### config.mk
export PLATFORM = sky130hd
export DESIGN_NAME = stdp_weight_update_flat
export DESIGN_NICKNAME = d
export VERILOG_FILES = /design/src/rtl/stdp_if.sv /design/src/rtl/stdp_weight_update.sv /design/src/flat_wrapper.sv
export SDC_FILE = /design/constraint.sdc
export NUM_CORES = 1
export LEC_CHECK = 0
export ABC_AREA = 1
export ABC_CLOCK_PERIOD_IN_PS = 2290
export CORE_ASPECT_RATIO = 1.25
export CORE_MARGIN = 3
export CORE_UTILIZATION = 51
export CTS_CLUSTER_DIAMETER = 30
export DETAILED_ROUTE_END_ITERATION = 7
export GPL_TIMING_DRIVEN = 0
export PLACE_DENSITY = 0.8
export REMOVE_ABC_BUFFERS = 1
export SYNTH_ARGS = -nofsm -noshare
export SYNTH_HDL_FRONTEND = slang
export SYNTH_SLANG_ARGS = --single-unit
export TNS_END_PERCENT = 50
### constraint.sdc
create_clock -name clk -period 2.29 [get_ports clk]
set_input_delay 0.458 -clock clk [delete_from_list [all_inputs] [get_ports clk]]
set_output_delay 0.458 -clock clk [all_outputs]
set_load 0.02 [all_outputs]
### src/rtl/stdp_if.sv
// ----------------------------------------------------------------------------
// stdp_if
// Bundles the signals between the STDP update engine and its surroundings:
// the post-spike trigger, the status flags, and the read/write ports of the
// weight RAM plus the pre-synaptic spike RAM.
//   master : the update engine (drives addresses, write data, status)
//   slave  : RAM / controller side (drives start, read data, pre flag)
// Signals:
//   start   one-cycle post-spike trigger
//   addr_r  read address to weight RAM and pre-spike RAM
//   data_r  registered weight read data (1-cycle latency)
//   pre_hit registered pre-synaptic spike flag (1-cycle latency)
//   addr_w  weight RAM write address
//   data_w  saturated updated weight
//   we      weight RAM write enable
//   busy    sweep in progress
//   done    one-cycle end-of-sweep pulse
// ----------------------------------------------------------------------------
interface stdp_if #(
    parameter int AW = 10,
    parameter int W  = 24
);
    logic                 start;
    logic [AW-1:0]        addr_r;
    logic signed [W-1:0]  data_r;
    logic                 pre_hit;
    logic [AW-1:0]        addr_w;
    logic signed [W-1:0]  data_w;
    logic                 we;
    logic                 busy;
    logic                 done;

    modport master (
        input  start, data_r, pre_hit,
        output addr_r, addr_w, data_w, we, busy, done
    );

    modport slave (
        output start, data_r, pre_hit,
        input  addr_r, addr_w, data_w, we, busy, done
    );
endinterface

### src/rtl/stdp_weight_update.sv
// ----------------------------------------------------------------------------
// stdp_weight_update
// Read-modify-write STDP learning engine in front of the weight RAM. A start
// pulse sweeps all M synapse addresses, one per clock. Each weight is read
// together with its pre-synaptic spike flag, potentiated (flag=1) or
// depressed (flag=0), clamped to [WMIN,WMAX] and written back two cycles
// after its read address was issued, giving one write per cycle.
// Ports:
//   clk  single clock, everything on posedge
//   rst  synchronous active-high reset
//   bus  stdp_if master modport (start/busy/done and RAM read/write ports)
// ----------------------------------------------------------------------------
module stdp_weight_update #(
    parameter int M      = 784,
    parameter int W      = 24,
    parameter int AW     = 10,
    parameter int WMAX   = 65536,
    parameter int WMIN   = -65536,
    parameter int DW_POT = 256,
    parameter int DW_DEP = 128
) (
    input  logic     clk,
    input  logic     rst,
    stdp_if.master   bus
);

    localparam int SW = W + 2;
    localparam logic [AW-1:0]        LAST   = AW'(M - 1);
    localparam logic signed [SW-1:0] MAX_X  = SW'(WMAX);
    localparam logic signed [SW-1:0] MIN_X  = SW'(WMIN);
    localparam logic signed [SW-1:0] POT_X  = SW'(DW_POT);
    localparam logic signed [SW-1:0] DEP_X  = SW'(DW_DEP);

    typedef enum logic [1:0] {IDLE, READ, DRAIN, DONE} state_t;

    state_t state, state_nx;

    logic [AW-1:0]       addr_r_q;
    logic [AW-1:0]       rd_addr;   // address whose data is on data_r this cycle
    logic                rd_vld;    // data_r/pre_hit belong to a swept address
    logic [AW-1:0]       addr_w_q;
    logic signed [W-1:0] data_w_q;
    logic                we_q;

    logic signed [SW-1:0] data_ext;
    logic signed [SW-1:0] sum;
    logic signed [W-1:0]  sat;

    // ------------------------------------------------------------------
    // State register
    // ------------------------------------------------------------------
    // NOTE: sequential state uses non-blocking assignments so every flop
    // samples pre-edge values regardless of block ordering.
    always_ff @(posedge clk) begin
        if (rst) state <= IDLE;
        else     state <= state_nx;
    end

    // ------------------------------------------------------------------
    // Next-state logic
    // ------------------------------------------------------------------
    // NOTE: state_nx is given a default first so no path leaves it
    // unassigned, which would otherwise infer a latch.
    always_comb begin
        state_nx = state;
        unique case (state)
            IDLE:  if (bus.start)         state_nx = READ;
            READ:  if (addr_r_q == LAST)  state_nx = DRAIN;
            // rd_vld low means the final read has already moved into the
            // write stage, so the last write is on the bus this cycle.
            DRAIN: if (!rd_vld)           state_nx = DONE;
            DONE:                         state_nx = IDLE;
            default:                      state_nx = IDLE;
        endcase
    end

    // ------------------------------------------------------------------
    // Update arithmetic: two guard bits make the add/sub overflow-free,
    // so the clamp compares against the true sum.
    // ------------------------------------------------------------------
    always_comb begin
        data_ext = {{2{bus.data_r[W-1]}}, bus.data_r};
        sum      = bus.pre_hit ? (data_ext + POT_X) : (data_ext - DEP_X);
        if (sum > MAX_X)      sat = MAX_X[W-1:0];
        else if (sum < MIN_X) sat = MIN_X[W-1:0];
        else                  sat = sum[W-1:0];
    end

    // ------------------------------------------------------------------
    // Address generator and two-stage read/write pipeline
    // ------------------------------------------------------------------
    // NOTE: the pipeline registers are reset so a mid-sweep reset drops
    // the in-flight write immediately; the RAM itself is never cleared.
    always_ff @(posedge clk) begin
        if (rst) begin
            addr_r_q <= '0;
            rd_addr  <= '0;
            rd_vld   <= 1'b0;
            addr_w_q <= '0;
            data_w_q <= '0;
            we_q     <= 1'b0;
        end else begin
            if (state == IDLE && bus.start)
                addr_r_q <= '0;
            else if (state == READ && addr_r_q != LAST)
                addr_r_q <= addr_r_q + 1'b1;

            // Read stage: RAM samples addr_r at this edge.
            rd_vld  <= (state == READ);
            rd_addr <= addr_r_q;

            // Write stage: read data is valid in the cycle after the read.
            we_q <= rd_vld;
            if (rd_vld) begin
                addr_w_q <= rd_addr;
                data_w_q <= sat;
            end
        end
    end

    assign bus.addr_r = addr_r_q;
    assign bus.addr_w = addr_w_q;
    assign bus.data_w = data_w_q;
    assign bus.we     = we_q;
    assign bus.busy   = (state != IDLE);
    assign bus.done   = (state == DONE);

endmodule

### src/flat_wrapper.sv
// flat-port wrapper written by rule: the top's interface ports become plain ports
module stdp_weight_update_flat 
#(
    parameter int M      = 784,
    parameter int W      = 24,
    parameter int AW     = 10,
    parameter int WMAX   = 65536,
    parameter int WMIN   = -65536,
    parameter int DW_POT = 256,
    parameter int DW_DEP = 128
)
  (clk, rst, bus_start, bus_data_r, bus_pre_hit, bus_addr_r, bus_addr_w, bus_data_w, bus_we, bus_busy, bus_done);
  stdp_if #(.AW(AW), .W(W)) bus_i ();
  input  logic clk;
  input  logic rst;
  input wire logic [$bits(bus_i.start)-1:0] bus_start;
  input wire logic [$bits(bus_i.data_r)-1:0] bus_data_r;
  input wire logic [$bits(bus_i.pre_hit)-1:0] bus_pre_hit;
  output wire logic [$bits(bus_i.addr_r)-1:0] bus_addr_r;
  output wire logic [$bits(bus_i.addr_w)-1:0] bus_addr_w;
  output wire logic [$bits(bus_i.data_w)-1:0] bus_data_w;
  output wire logic [$bits(bus_i.we)-1:0] bus_we;
  output wire logic [$bits(bus_i.busy)-1:0] bus_busy;
  output wire logic [$bits(bus_i.done)-1:0] bus_done;
  assign bus_i.start = bus_start;
  assign bus_i.data_r = bus_data_r;
  assign bus_i.pre_hit = bus_pre_hit;
  assign bus_addr_r = bus_i.addr_r;
  assign bus_addr_w = bus_i.addr_w;
  assign bus_data_w = bus_i.data_w;
  assign bus_we = bus_i.we;
  assign bus_busy = bus_i.busy;
  assign bus_done = bus_i.done;
  stdp_weight_update #(.M(M), .W(W), .AW(AW), .WMAX(WMAX), .WMIN(WMIN), .DW_POT(DW_POT), .DW_DEP(DW_DEP)) u_core (.clk(clk), .rst(rst), .bus(bus_i));
endmodule
# After elaboration in Yosys (flattened, before gate mapping)
# Index checks and enable logic that the tools add are counted.
classes:
  n_eq_ne: 8
  mux: 7
  bitwise: 0
  n_shift: 0
  order_cmp: 2
  n_mul: 0
  reduce_logical: 6
  add_sub_neg: 3
  div_mod_pow: 0
ops:
  columns: ["op", "n"]
  rows:
  - ["2-to-1 mux 24 bit", 2]
  - ["greater-than comparator 26 x 18 -> 1 bit (second input constant)", 1]
  - ["< comparator 26 x 17 -> 1 bit (second input constant)", 1]
  - ["2-to-1 mux 26 bit", 1]
  - ["adder 24 x 10 -> 25 bit (second input constant)", 1]
  - ["subtractor 24 x 9 -> 25 bit (second input constant)", 1]
  - ["adder 10 x 1 -> 10 bit (second input constant)", 1]
  - ["equality test 10 bit (second input constant)", 1]
  - ["inequality test 10 bit (second input constant)", 1]
  - ["one-hot mux 2 bit (4 select lines)", 1]
  - ["2-to-1 mux 2 bit", 3]
  - ["equality test 2 bit (second input constant)", 2]
  - ["inequality test 2 bit (second input constant)", 2]
  - ["AND reduction 3 bit", 1]
  - ["equality test 2 x 1 -> 1 bit (second input constant)", 1]
  - ["logical AND 1 bit", 2]
  - ["logical NOT 2 bit", 1]
  - ["inequality test 2 x 1 -> 1 bit (second input constant)", 1]
  - ["nonzero test 2 bit", 1]
  - ["OR reduction 2 bit", 1]
word_totals:
  input_bits: 28
  latch_bits: 0
  memories: 0
  mem_bits_ro: 0
  ramBits: 0
  register_bits: 58

# Depth between registers and ports, before layout
logic_depth:
  word_depth: 5
  depth_mapped: 18
  mapped_depth_nobuf: 17

# Worst setup path before layout
# Ideal clock, no wire load.
synth_timing:
  path_type: "input -> register"
  start: "in bus_data_r[8]"
  end: "reg u_core.data_w_q[6] (netlist: u_core.bus.data_w[6])"
  setup_slack_ps: 161
  arrival_time_ps: 2062
  t_required_ps: 2223
  setup_ps: 67
  path_stages: 16
  path_cell_list: "inv_1 ha_1 nand2_1 nand2_1 nor2_2 nand2_1 nand2_1 nand2_1 nand2_1 nand3_2 nor2_4 nand2_2 buf_6 a21oi_2 nand3_1 a21oi_2"
synth_between:
  elab_chain_len: 5
  word_cells_on_any_way: 7
synth_lines:
  columns: ["item", "line_no", "rtl"]
  rows:
  - ["from (decl)", "flat_wrapper.sv:17", "input wire logic [$bits(bus_i.data_r)-1:0] bus_data_r;"]
  - ["subtractor 24 x 9 -> 25 bit / adder 24 x 10 -> 25 bit (equally long branches)", "stdp_weight_update.sv:83", "sum = bus.pre_hit ? (data_ext + POT_X) : (data_ext - DEP_X);"]
  - ["2-to-1 mux 26 bit (*)", "stdp_weight_update.sv:83", null]
  - ["< comparator 26 x 17 -> 1 bit", "stdp_weight_update.sv:85", "else if (sum < MIN_X) sat = MIN_X[W-1:0];"]
  - ["2-to-1 mux 24 bit", "stdp_weight_update.sv:85", null]
  - ["2-to-1 mux 24 bit (*)", "stdp_weight_update.sv:84", "if (sum > MAX_X) sat = MAX_X[W-1:0];"]
  - ["to (signal assigned)", "stdp_weight_update.sv:116", "data_w_q <= sat;"]
  - ["to (decl)", "stdp_weight_update.sv:42", "logic signed [W-1:0] data_w_q;"]
# Mark *: on every way between the ends. The rest lies on a longest branch, timed or not.
# A chain may end at the register's enable or synchronous reset.

# Final worst setup path
layout_timing:
  start: "in bus_data_r[22]"
  end: "reg u_core.data_w_q[0] (netlist: u_core.bus.data_w[0])"
# The elaborated chain is that of the path after synthesis.

==> flow_summary.toml <==
[timing]
final.setup_skew_ns = 0.00525
setup_violations = 0
slew-limit-headroom = 0.396
pins_over_slew_limit = 0
layout_worst_path_cycle_share = 0.963
grt_setup_unrepaired = "yes"
total_negative_setup_slacks_ns = 0
timing_worst_slew_pin_value_ns = 0.907
timing.fmax_mhz = 454
hold-worst-slack_ns = 0.436
finalHoldViolations = 0
period_needed_ns = 2.20

[logic_synthesis]
post-synth-top-count-cell = "sky130_fd_sc_hd__nand2_1"
synth_top_cells_by_area = "sky130_fd_sc_hd__dfxtp_1, sky130_fd_sc_hd__nand2_1, sky130_fd_sc_hd__nand3_1"
yosysTopAreaCellShare = 0.333
fraction_of_registers_with_async_set_or_reset_after_synthesis = 0
synthesized_instance_count = 539
synthesis.area_per_instance_um2 = 6.46
yosysWarningCount = 0
synth-seq-area-share = 0.333
netlist_area_before_placement_mm2 = 0.00348
synth_area_leader_cell = "sky130_fd_sc_hd__dfxtp_1"
synth_flop_cell = "sky130_fd_sc_hd__dfxtp_1"
synth.cells.most_frequent = "sky130_fd_sc_hd__nand2_1, sky130_fd_sc_hd__dfxtp_1, sky130_fd_sc_hd__inv_1"
yosysUniqueCellTypes = 29
synth.ff_latch_count = 58
synth-edff-count = 0

[finish]
layout.filler_cells = 604
finish.cell_count_without_fillers = 699
layout.core_utilization = 0.680
drive_above_1_share = 0.137
areaGrowthSynthToFinish_pct = 28.9
number_of_nets_in_the_layout = 645
antenna_cells = 0

[global_routing]
globalRouteTotalUtil = 0.231
global_route.overflow_total = 0
number_of_antenna_violations_at_the_first_check_in_global_routing = 0
grt_max_degree = 50
first_global_vias = 3411
wire_length_of_the_first_global_routing_pass_mm = 14.7

[worst_setup_path]
worstPathRequired_ns = 2.55
cp-end-kind = "flop"
crit_path_cell_trace = "clkdlybuf4s50_1 -> inv_2 -> nand3_1 -> nor2_1 -> nand2_1 -> nand2_1 -> nand3_1 -> nand2_1 -> nand2_1 -> nor2_4 -> nand2_4 -> a21oi_1 -> nand3_1 -> a21oi_2"
critPathMostFrequentCell = "sky130_fd_sc_hd__nand2_1"
timing.critical_path.from_type = "primary input"
critical_path_class = "primary input to flop"
worst-path-max-fanout = 8
reg2regPathDepth = 11
delay_of_the_slowest_cell_on_the_worst_path_ns = 0.52
crit_path_top_delay_cell = "sky130_fd_sc_hd__clkdlybuf4s50_1"
critical_path_arrival_ns = 2.46

[clock_tree]
ctsLongestPathBuffers = 2
ctsHoldBuffers = 0
tritoncts = "built"
root_buffer = "sky130_fd_sc_hd__clkbuf_8"
clock_insertion_delay_worst_skew_ns = 0.33
clkSinkCount = 58
worst_setup_hold_path_clk_slew_ns = 0.06
clock_tree.htree_level_count = 3
number_of_buffers_added_by_the_clock_tree_synthesis_step = 9

[die]
boundary_pins = 75
area_enclosed_by_the_die_boundary_mm2 = 0.00786
die-width_um = 79.9
core_area_mm2 = 0.00661
initial_utilization = 0.527
core.rowCount = 33
die_h_um = 98.4

[route]
initialDrtViolationCount = 153
routed_wl_mm = 8.80
total_number_of_vias = 3606
drt_drc_violations_left = 0
post_drt_wl_per_cell_um = 12.6
firstDrtPassIters = 4
route.detailed.vias_per_inst = 5.16
drtAntennaViolNets = 0

[hold_path]
hp-class = "flop to flop"
worstHoldPathCells = 2

[placed_design]
number_of_buffer_cells_added_on_primary_ports = 74
gpl.final_weighted_congestion = 0.898
numPlacedInstances = 681
hpwl_mm = 6.39

[flow_run]
maxCapViolations = 0

[power_and_ir_drop]
cellPowerDensity_mw_per_mm2 = 613
power.leakage_nw = 1.86
total_power_consumption_of_the_routed_design_mw = 2.75
ir_drop_uv = 730

[outcome]
run_status = "finished, final reports clean"
[cells in the final DEF, fill, tap and decap left out, types with 2 or more instances in the layout]
master and count:
sky130_fd_sc_hd__a211oi_1 2, sky130_fd_sc_hd__a21oi_1 44, sky130_fd_sc_hd__a21oi_2 17, sky130_fd_sc_hd__clkbuf_1 2, sky130_fd_sc_hd__clkbuf_2 3, sky130_fd_sc_hd__clkbuf_8 12, sky130_fd_sc_hd__clkdlybuf4s50_1 57, sky130_fd_sc_hd__clkinv_2 3
sky130_fd_sc_hd__dfxtp_1 57, sky130_fd_sc_hd__dlygate4sd2_1 8, sky130_fd_sc_hd__dlymetal6s2s_1 3, sky130_fd_sc_hd__ha_1 9, sky130_fd_sc_hd__inv_1 55, sky130_fd_sc_hd__inv_2 3, sky130_fd_sc_hd__nand2_1 150, sky130_fd_sc_hd__nand2_2 11
sky130_fd_sc_hd__nand2_4 3, sky130_fd_sc_hd__nand3_1 55, sky130_fd_sc_hd__nand3_2 3, sky130_fd_sc_hd__nand4_1 11, sky130_fd_sc_hd__nor2_1 49, sky130_fd_sc_hd__nor2_2 11, sky130_fd_sc_hd__nor2_4 8, sky130_fd_sc_hd__nor3_1 7
sky130_fd_sc_hd__o21ai_0 13, sky130_fd_sc_hd__xor2_1 2
[worst paths after layout]
check	startpoint	endpoint	slack, ns
min	u_core.rd_addr[0]$_SDFF_PP0_	u_core.bus.addr_w[0]$_SDFFE_PP0P_	0.44
min reg2reg	u_core.rd_addr[0]$_SDFF_PP0_	u_core.bus.addr_w[0]$_SDFFE_PP0P_	0.44
max	bus_data_r[22]	u_core.bus.data_w[0]$_SDFFE_PP0P_	0.09
max reg2reg	u_core.bus.addr_r[0]$_SDFFE_PP0P_	u_core.bus.addr_r[9]$_SDFFE_PP0P_	0.38
[critical path: cells and delay by family]
kind	cells	cell delay, ns
AOI/OAI and AO/OA	2	0.31
and+or+nand+nor	10	1.05
buffers and inverters	2	0.65
[report_power, final]
part	switching, mW	internal, mW	leakage (nW)
sequential	0.0767	1.08	0.469
combinational	0.463	0.281	1.29
clock	0.374	0.478	0.0965
total	0.913	1.84	1.86
[metrics by stage]
stage          cell area, um^2  setup WS [ns]
2_1_floorplan             3360          0.115
3_3_place_gp              4210          -1.02
3_5_place_dp              4210         -0.983
4_1_cts                   4460       0.000681
5_1_grt                   4490        -0.0273
6_report                  4490         0.0856
[routing by layer]
metal | global-route usage | wire length (um) | vias to the layer above
li1 | - | - | 1871
met1 | 0.258 | 3480 | 1625
met2 | 0.404 | 4580 | 97
met3 | 0.0683 | 571 | 13
met4 | 0.0884 | 161 | 0
met5 | 0 | 0 | -
[final cells by class]
type	instances	area [um^2]	area share
well taps	87	109	0.0242
flip-flops and latches	58	1160	0.259
multi-input cells	402	2070	0.461
clock buffers	14	173	0.0385
clock inverters	2	10.0	0.00223
repair buffers	75	723	0.161
inverters	61	243	0.0541
[state kept, by name, indices dropped and copies added, names as in the netlist]
| register | flops |
|---|---|
| u_core.bus.addr_r | 10 |
| u_core.bus.addr_w | 10 |
| u_core.bus.data_w | 24 |
| u_core.bus.we | 1 |
| u_core.rd_addr | 10 |
| u_core.rd_vld | 1 |
| u_core.state | 2 |
[kinds of logic after synthesis]
family	count (synthesis)	share of synthesized area
xor+xnor	2	0.00503
simple gates	310	0.395
buf+inv	80	0.100
fa+ha+maj	10	0.0359
flops	58	0.333
compound gates	79	0.130
[what timing repair did]
item | 4_1_cts | 5_1_grt
gates resized for setup | 40 | 24
setup buffers | 0 | 1
cloned | 1 | 0
endpoints found under the setup margin | 35 | 34
pin swaps | 7 | 4
Power figures use the tool's default switching activity.
